===== config.mk =====
export PLATFORM = sky130hd
export DESIGN_NAME = lcd_power_sequencer
export DESIGN_NICKNAME = d
export VERILOG_FILES = /design/src/rtl/lcd_power_sequencer.sv
export SDC_FILE = /design/constraint.sdc
export NUM_CORES = 1
export LEC_CHECK = 0
export CAP_MARGIN = 20
export CORE_MARGIN = 5
export CORE_UTILIZATION = 44
export CTS_BUF_LIST = sky130_fd_sc_hd__clkbuf_8
export CTS_CLUSTER_SIZE = 14
export DETAILED_ROUTE_END_ITERATION = 6
export GPL_TIMING_DRIVEN = 0
export PLACE_DENSITY = 0.58
export SLEW_MARGIN = 20
export SYNTH_ARGS = -nofsm -noshare
export SYNTH_HDL_FRONTEND = slang
export SYNTH_SLANG_ARGS = --single-unit

===== constraint.sdc =====
create_clock -name clock -period 4.3 [get_ports clock]
set_input_delay 0.645 -clock clock [delete_from_list [all_inputs] [get_ports clock]]
set_output_delay 0.645 -clock clock [all_outputs]
set_load 0.02 [all_outputs]

===== src/rtl/lcd_power_sequencer.sv =====
// LCD panel power sequencer: orders panel supply, timing generator, DISP and backlight.
// Define LCD_SEQ_WDOG_EN to add the missing-vsync watchdog and the sticky fault flag.
module lcd_power_sequencer #(
    parameter int unsigned T_PWR_ON     = 20000,
    parameter int unsigned T_PWR_OFF    = 20000,
    parameter int unsigned N_FRAMES_ON  = 10,
    parameter int unsigned N_FRAMES_BL  = 2,
    parameter int unsigned N_FRAMES_OFF = 2,
`ifdef LCD_SEQ_WDOG_EN
    parameter int unsigned WDOG_CYCLES  = 2000000,
`endif
    parameter int unsigned CNT_W        = 24
) (
    input  logic       clock,
    input  logic       reset_L,
    input  logic       power_on,
    input  logic       vsync,
    output logic       vdd_en,
    output logic       timing_en,
    output logic       disp_on,
    output logic       bl_en,
    output logic       busy,
    output logic [2:0] state,
    output logic       fault
);

    typedef enum logic [2:0] {
        ST_OFF       = 3'd0,
        ST_PWR_UP    = 3'd1,
        ST_SYNC_UP   = 3'd2,
        ST_DISP_UP   = 3'd3,
        ST_ON        = 3'd4,
        ST_BL_DOWN   = 3'd5,
        ST_DISP_DOWN = 3'd6,
        ST_PWR_DOWN  = 3'd7
    } state_t;

    state_t             cur_state;
    state_t             state_nxt;
    logic [CNT_W-1:0]   cnt;
    logic [CNT_W-1:0]   cnt_nxt;
    logic               vsync_q;
    logic               tick;
    logic               frame_st;
    logic               wdog_trip;
    logic               vdd_c;
    logic               timing_c;
    logic               disp_c;
    logic               bl_c;
    logic               busy_c;

    assign tick     = vsync & ~vsync_q;
    assign frame_st = (cur_state == ST_SYNC_UP)  || (cur_state == ST_DISP_UP) ||
                      (cur_state == ST_BL_DOWN)  || (cur_state == ST_DISP_DOWN);
    assign state    = cur_state;

    // State register, shared step counter and vsync history
    always_ff @(posedge clock or negedge reset_L) begin
        if (!reset_L) begin
            cur_state <= ST_OFF;
            cnt       <= '0;
            vsync_q   <= 1'b0;
        end else begin
            cur_state <= state_nxt;
            cnt       <= cnt_nxt;
            vsync_q   <= vsync;
        end
    end

    // Next-state: aborts are checked before completions; watchdog overrides both
    always_comb begin
        state_nxt = cur_state;
        cnt_nxt   = cnt;
        case (cur_state)
            ST_OFF: begin
                if (power_on && !fault) state_nxt = ST_PWR_UP;
            end
            ST_PWR_UP: begin
                if (!power_on)                              state_nxt = ST_PWR_DOWN;
                else if (cnt == CNT_W'(T_PWR_ON - 1))       state_nxt = ST_SYNC_UP;
            end
            ST_SYNC_UP: begin
                if (!power_on)                                      state_nxt = ST_PWR_DOWN;
                else if (tick && (cnt == CNT_W'(N_FRAMES_ON - 1)))  state_nxt = ST_DISP_UP;
            end
            ST_DISP_UP: begin
                if (!power_on)                                      state_nxt = ST_DISP_DOWN;
                else if (tick && (cnt == CNT_W'(N_FRAMES_BL - 1)))  state_nxt = ST_ON;
            end
            ST_ON: begin
                if (!power_on) state_nxt = ST_BL_DOWN;
            end
            ST_BL_DOWN: begin
                if (tick && (cnt == CNT_W'(N_FRAMES_OFF - 1))) state_nxt = ST_DISP_DOWN;
            end
            ST_DISP_DOWN: begin
                if (tick && (cnt == CNT_W'(N_FRAMES_OFF - 1))) state_nxt = ST_PWR_DOWN;
            end
            ST_PWR_DOWN: begin
                if (cnt == CNT_W'(T_PWR_OFF - 1)) state_nxt = ST_OFF;
            end
            default: state_nxt = ST_OFF;
        endcase
        if (wdog_trip) state_nxt = ST_PWR_DOWN;

        if (state_nxt != cur_state)
            cnt_nxt = '0;
        else if ((cur_state == ST_PWR_UP) || (cur_state == ST_PWR_DOWN))
            cnt_nxt = cnt + CNT_W'(1);
        else if (frame_st && tick)
            cnt_nxt = cnt + CNT_W'(1);
    end

    // Output decode of the upcoming state so the registered outputs track the state register
    always_comb begin
        vdd_c    = (state_nxt != ST_OFF);
        timing_c = (state_nxt == ST_SYNC_UP) || (state_nxt == ST_DISP_UP) ||
                   (state_nxt == ST_ON)      || (state_nxt == ST_BL_DOWN) ||
                   (state_nxt == ST_DISP_DOWN);
        disp_c   = (state_nxt == ST_DISP_UP) || (state_nxt == ST_ON) ||
                   (state_nxt == ST_BL_DOWN);
        bl_c     = (state_nxt == ST_ON);
        busy_c   = (state_nxt != ST_OFF) && (state_nxt != ST_ON);
    end

    always_ff @(posedge clock or negedge reset_L) begin
        if (!reset_L) begin
            vdd_en    <= 1'b0;
            timing_en <= 1'b0;
            disp_on   <= 1'b0;
            bl_en     <= 1'b0;
            busy      <= 1'b0;
        end else begin
            vdd_en    <= vdd_c;
            timing_en <= timing_c;
            disp_on   <= disp_c;
            bl_en     <= bl_c;
            busy      <= busy_c;
        end
    end

`ifdef LCD_SEQ_WDOG_EN
    localparam int unsigned WD_W = $clog2(WDOG_CYCLES + 1);

    logic [WD_W-1:0] wd_cnt;
    logic [WD_W-1:0] wd_cnt_nxt;
    logic            fault_nxt;

    // Clocks since the last frame tick; trips after WDOG_CYCLES tickless clocks
    assign wdog_trip = frame_st && !tick && (wd_cnt == WD_W'(WDOG_CYCLES - 1));

    always_comb begin
        wd_cnt_nxt = wd_cnt + WD_W'(1);
        if (!frame_st || tick || (state_nxt != cur_state)) wd_cnt_nxt = '0;
        fault_nxt = fault;
        if (wdog_trip)
            fault_nxt = 1'b1;
        else if ((state_nxt == ST_OFF) && !power_on)
            fault_nxt = 1'b0;
    end

    always_ff @(posedge clock or negedge reset_L) begin
        if (!reset_L) begin
            wd_cnt <= '0;
            fault  <= 1'b0;
        end else begin
            wd_cnt <= wd_cnt_nxt;
            fault  <= fault_nxt;
        end
    end
`else
    assign wdog_trip = 1'b0;
    assign fault     = 1'b0;
`endif

endmodule


== Yosys cells after proc, flatten, opt, wreduce, memory -nomap -nowiden ==
Index checks and enable logic that the tools add are counted.
Operators by class
  add/sub/neg operators: 1
  multipliers: 0
  div/mod/pow operators: 0
  order comparisons: 0
  equal/unequal tests: 17
  shift operators: 0
  mux-type cells: 15
  bitwise logic cells: 2
  reductions and logical operators: 17
Operator list (count)
  24-bit 2-to-1 mux: 3
  3-bit 2-to-1 mux: 11
  24-bit by 1-bit adder with 24-bit output, second input constant: 1
  24-bit by 1-bit equality test with 1-bit output, second input constant: 1
  24-bit by 15-bit equality test with 1-bit output, second input constant: 1
  24-bit by 4-bit equality test with 1-bit output, second input constant: 1
  3-bit one-hot mux with 8 select lines: 1
  3-bit equality test, second input constant: 7
  3-bit by 2-bit equality test with 1-bit output, second input constant: 4
  1-bit logical OR: 10
  3-bit nonzero test: 2
  1-bit logical AND: 4
  3-bit by 1-bit equality test with 1-bit output, second input constant: 1
  3-bit logical NOT: 1
  3-bit != test: 1
  3-bit != test, second input constant: 1
  1-bit bitwise AND: 1
  1-bit inverter: 1
Word-level totals
  flip-flop bits (word level): 33
  bits in latches: 0
  memory bits (writable): 0
  memory bits (read-only): 0
  input bits: 4
  memories kept: 0

== Depth between registers and ports, before layout ==
  word-level depth: 11
  gate-level depth with buffers: 10
  gate-level depth less buffers: 8

== Least setup slack after synthesis ==
No wires, ideal clock.
  path type: reg-to-reg
  start: register cnt[19]
  end: register cnt[14]
  library setup time: 0.119 ns
  data arrival time: 2.401 ns
  slack: 1.780 ns
  cell stages (with the launch flop): 10
  cell sequence: dfrtp_1 nor4_2 nand4_2 or4_4 buf_6 a211oi_2 o21ai_2 a32oi_4 buf_8 nor2_2
Between the ends
  word-level cells in the longest chain between the ends: 7
Ends and longest elaborated chain
  from (decl): RTL line 40  | logic [CNT_W-1:0] cnt;
  from (signal assigned): RTL line 65  | cnt <= cnt_nxt;
  24-bit by 1-bit equality test with 1-bit output / 24-bit by 4-bit equality test with 1-bit output (equally long branches)
  1-bit logical AND, on equally long branches
  3-bit 2-to-1 mux, on equally long branches: RTL line 88, 84
  3-bit 2-to-1 mux, on equally long branches: RTL line 87, 83
  3-bit one-hot mux with 8 select lines (*): RTL line 74  | case (cur_state)
  3-bit != test (*): RTL line 106  | if (state_nxt != cur_state)
  3-bit nonzero test (no source line) / 24-bit 2-to-1 mux (equally long branches)
Every way passes the cells marked *; elsewhere a longest branch is shown, timed or not.
A chain may end at the register's enable or synchronous reset.

== Worst setup path after layout ==
  start: input vsync
  end: register cnt[14]
Between the ends
  word-level cells in the longest chain between the ends: 7
Ends and longest elaborated chain
  from (decl): RTL line 17  | input logic vsync,
  1-bit bitwise AND (*): RTL line 52  | assign tick = vsync & ~vsync_q;
  1-bit logical AND, on equally long branches
  3-bit 2-to-1 mux, on equally long branches: RTL line 88, 84
  3-bit 2-to-1 mux, on equally long branches: RTL line 87, 83
  3-bit one-hot mux with 8 select lines: RTL line 74
  3-bit != test: RTL line 106
  3-bit nonzero test (no source line) / 24-bit 2-to-1 mux (equally long branches)
Marks and branches as above.

==> out/metrics.csv <==
metric,value,unit
status,"complete, no violations",
CP top delay family,simple AND/OR/NAND/NOR gates,
RSZ-0062 raised after global routing,no,
Clock Skews,0.00411,ns
share of layout cells above drive strength 1,19.6,%
endpoints failing setup,0,
CP max-delay cell,or4_4,
CTS Root Cell,clkbuf_8,
Synth Cell Area,1940,sq um
wire per inst,14.2,um
number of CTS-inserted buffers,5,
clock share of power,17.9,%
Rows,24,
"setup slack, reg-to-reg",1.38,ns
# Max-Cap Violations,0,
Clock Path Buffers,2,
Synth top cells by count,"33 x dfrtp_1, 23 x nor2_1, 19 x xor2_1, 16 x nand2_1, 16 x nand3_1",
post-detailed-route count of antenna-violating nets,0,
core area,4320,sq um
Max VDD drop,0.000181,V
WP buf/inv,3,
Gate power share,52.7,%
post-route minimum period,2.93,ns
"Largest stage delay, worst path",0.49,ns
hold_buf cts,0,
post-synth net total,212,
period utilization,68.1,%
fin worst setup slack,1.37,ns
num ports,13,
Die Ht,76.4,um
H-Tree Depth,2,
n_diodes,0,
WL final,3950,um
top-area cell type share of the netlist area,42.6,%
Critical Path Sink Type,flip-flop,
gpl congestion,0.800,
Setup WS pre-CTS,1.06,ns
Int Pwr,729,uW
TritonRoute pass-1 iters,4,
antenna violations before repair,0,
most frequent cell after synthesis,dfrtp_1,
initial DRC count,49,
Slew @ Worst Pin,0.719,ns
grt ovf,0,
Starting Density,44.9,%
vias in the first global route,1410,
Seq pwr share,29.4,%
Switch Pwr,545,uW
switching share of power,42.8,%
Max Slew Vio Count,0,
Skew-Pair Late Insertion Delay,0.28,ns
CP arrival,3.10,ns
DR vias/cell,5.42,
Yosys warnings,0,
fillers,411,
HP Class,input port to asynchronous set/reset pin,
WP data required,4.47,ns
CTS tree,built,
Post-CTS Resized,0,
Max-slew headroom,52.1,%
Post-Syn Instances,206,
largest net degree at the start of global routing,19,
worst-path cell chain,clkdlybuf4s50_1 -> nor2b_1 -> nand3_1 -> or4_4 -> buf_6 -> mux2i_1 -> o21ai_2 -> a32oi_4 -> buf_8 -> nor2_2,
synth unique cells,49,
Setup TNS,0,ns
global-route usage over all layers,14.4,%
DRC viols,0,
Yosys reg bits,33,
first-pass GRT wire length,6800,um
Final Hold Fails,0,
final core area utilization,51.2,%
Die Area,5840,sq um
largest area contributor in the netlist,dfrtp_1,
startpoint types,input port,
P&R area growth vs syn,14.1,%
asr flop ratio synth,100,%
clk sinks,33,
crit-path max FO,10,
sequential cell area fraction in the yosys report,42.6,%
CP Class,input port to flip-flop,
static leakage,0.000936,uW
port bufs,10,
Post-CTS Setup Repair Bufs,0,
Die W,76.4,um
clk slew on worst S/H paths,0.07,ns
power density over the cells,575,nW/um^2
syn avg cell area,9.42,sq um
HPWL Detailed,2910,um
Synth area leaders,"dfrtp_1 43%, xor2_1 8.6%, nor2_1 4.4%",
vias,1501,
prevailing post-synth register cell,dfrtp_1,
fmax,341,MHz
Final nets,230,
WP depth,10,
number of synthesized flops with an enable pin,0,
FF-to-FF path depth,9,
-- logic make-up (layout without fill, tap and decap cells) --
kind of cell | after synthesis | in the layout | synth area share, %
AO/OA/AOI/OAI | 24 | 24 | 10.3
XOR/XNOR | 23 | 23 | 10.4
adder cells (fa/ha/maj) | 3 | 3 | 1.81
buffers and inverters | 17 | 36 | 4.96
flip-flops | 33 | 33 | 42.6
multiplexers | 1 | 1 | 0.516
other | 1 | 1 | 0.193
AND/OR/NAND/NOR | 104 | 104 | 29.3
-- path summary, 6_finish.rpt --
check                                to     from
worst max-delay path            cnt[14]    vsync
worst min-delay path             cnt[1]  reset_L
worst max register to register  cnt[14]   cnt[5]
worst min register to register  cnt[23]  cnt[23]
max in group asynchronous       cnt[18]  reset_L
min in group clock              cnt[23]  cnt[23]
-- registers in the layout, indices dropped and copies added (netlist names) --
signal,cells
state,3
bl_en,1
busy,1
cnt,24
vsync_q,1
disp_on,1
timing_en,1
vdd_en,1
-- power groups by stage --
stage | Sequential [uW] | Clock [uW] | Combinational (uW)
after floorplan | 416 | 0 | 463
after global placement | 379 | 0 | 662
after detailed placement | 380 | 0 | 678
after CTS | 374 | 241 | 679
after global routing | 380 | 258 | 730
final | 374 | 228 | 672
-- cell type report --
type                       count  area, sq um  share of cell area (%)
sequential                    33          826                    37.3
multi-input combinational    156         1020                    46.0
inverter                       6         22.5                    1.02
clock buffer                   5         68.8                    3.11
buffer                        11         73.8                    3.33
clock inverter                 3         17.5                   0.791
tap                           52         65.1                    2.94
timing repair buffer          11          123                    5.54
-- worst reg2reg max path, delay by kind of cell, from the launching register on --
family / cells / cell delay, ns
flip-flops: 1 / 0.42
buffers and inverters: 2 / 0.36
AND/OR/NAND/NOR: 4 / 1.29
multiplexers: 1 / 0.20
AO/OA/AOI/OAI: 2 / 0.54
-- layout by cell type (no fill, tap or decap), drive strengths merged, types with 3 or more instances in the layout --
cell,instances
nor2,35
clkdlybuf4s50,9
nor3,3
and3,9
dfrtp,33
nor4,6
nand3,16
a211oi,3
xor2,19
a21oi,3
nand2,16
o21ai,9
buf,8
nand4,6
clkbuf,10
xnor2,4
inv,6
-- routing by layer --
layer | vias up | GRT usage, % | share of wire [%]
met5 | - | 0 | 0
met4 | 0 | 7.34 | 2.1
met3 | 7 | 4.14 | 4.1
met2 | 25 | 21.9 | 48
met1 | 734 | 18.5 | 46
li1 | 735 | - | -
-- through the flow --
step	cell area (sq um)	power (uW)	instances	hold WS [ns]
floorplan	1940	879	206	0.349
global placement	2110	1040	268	0.550
detailed placement	2130	1060	269	0.551
CTS	2210	1290	277	0.284
global route	2210	1370	277	0.298
finish	2210	1270	277	0.285
Note: power is estimated with default switching activity, not from simulation.
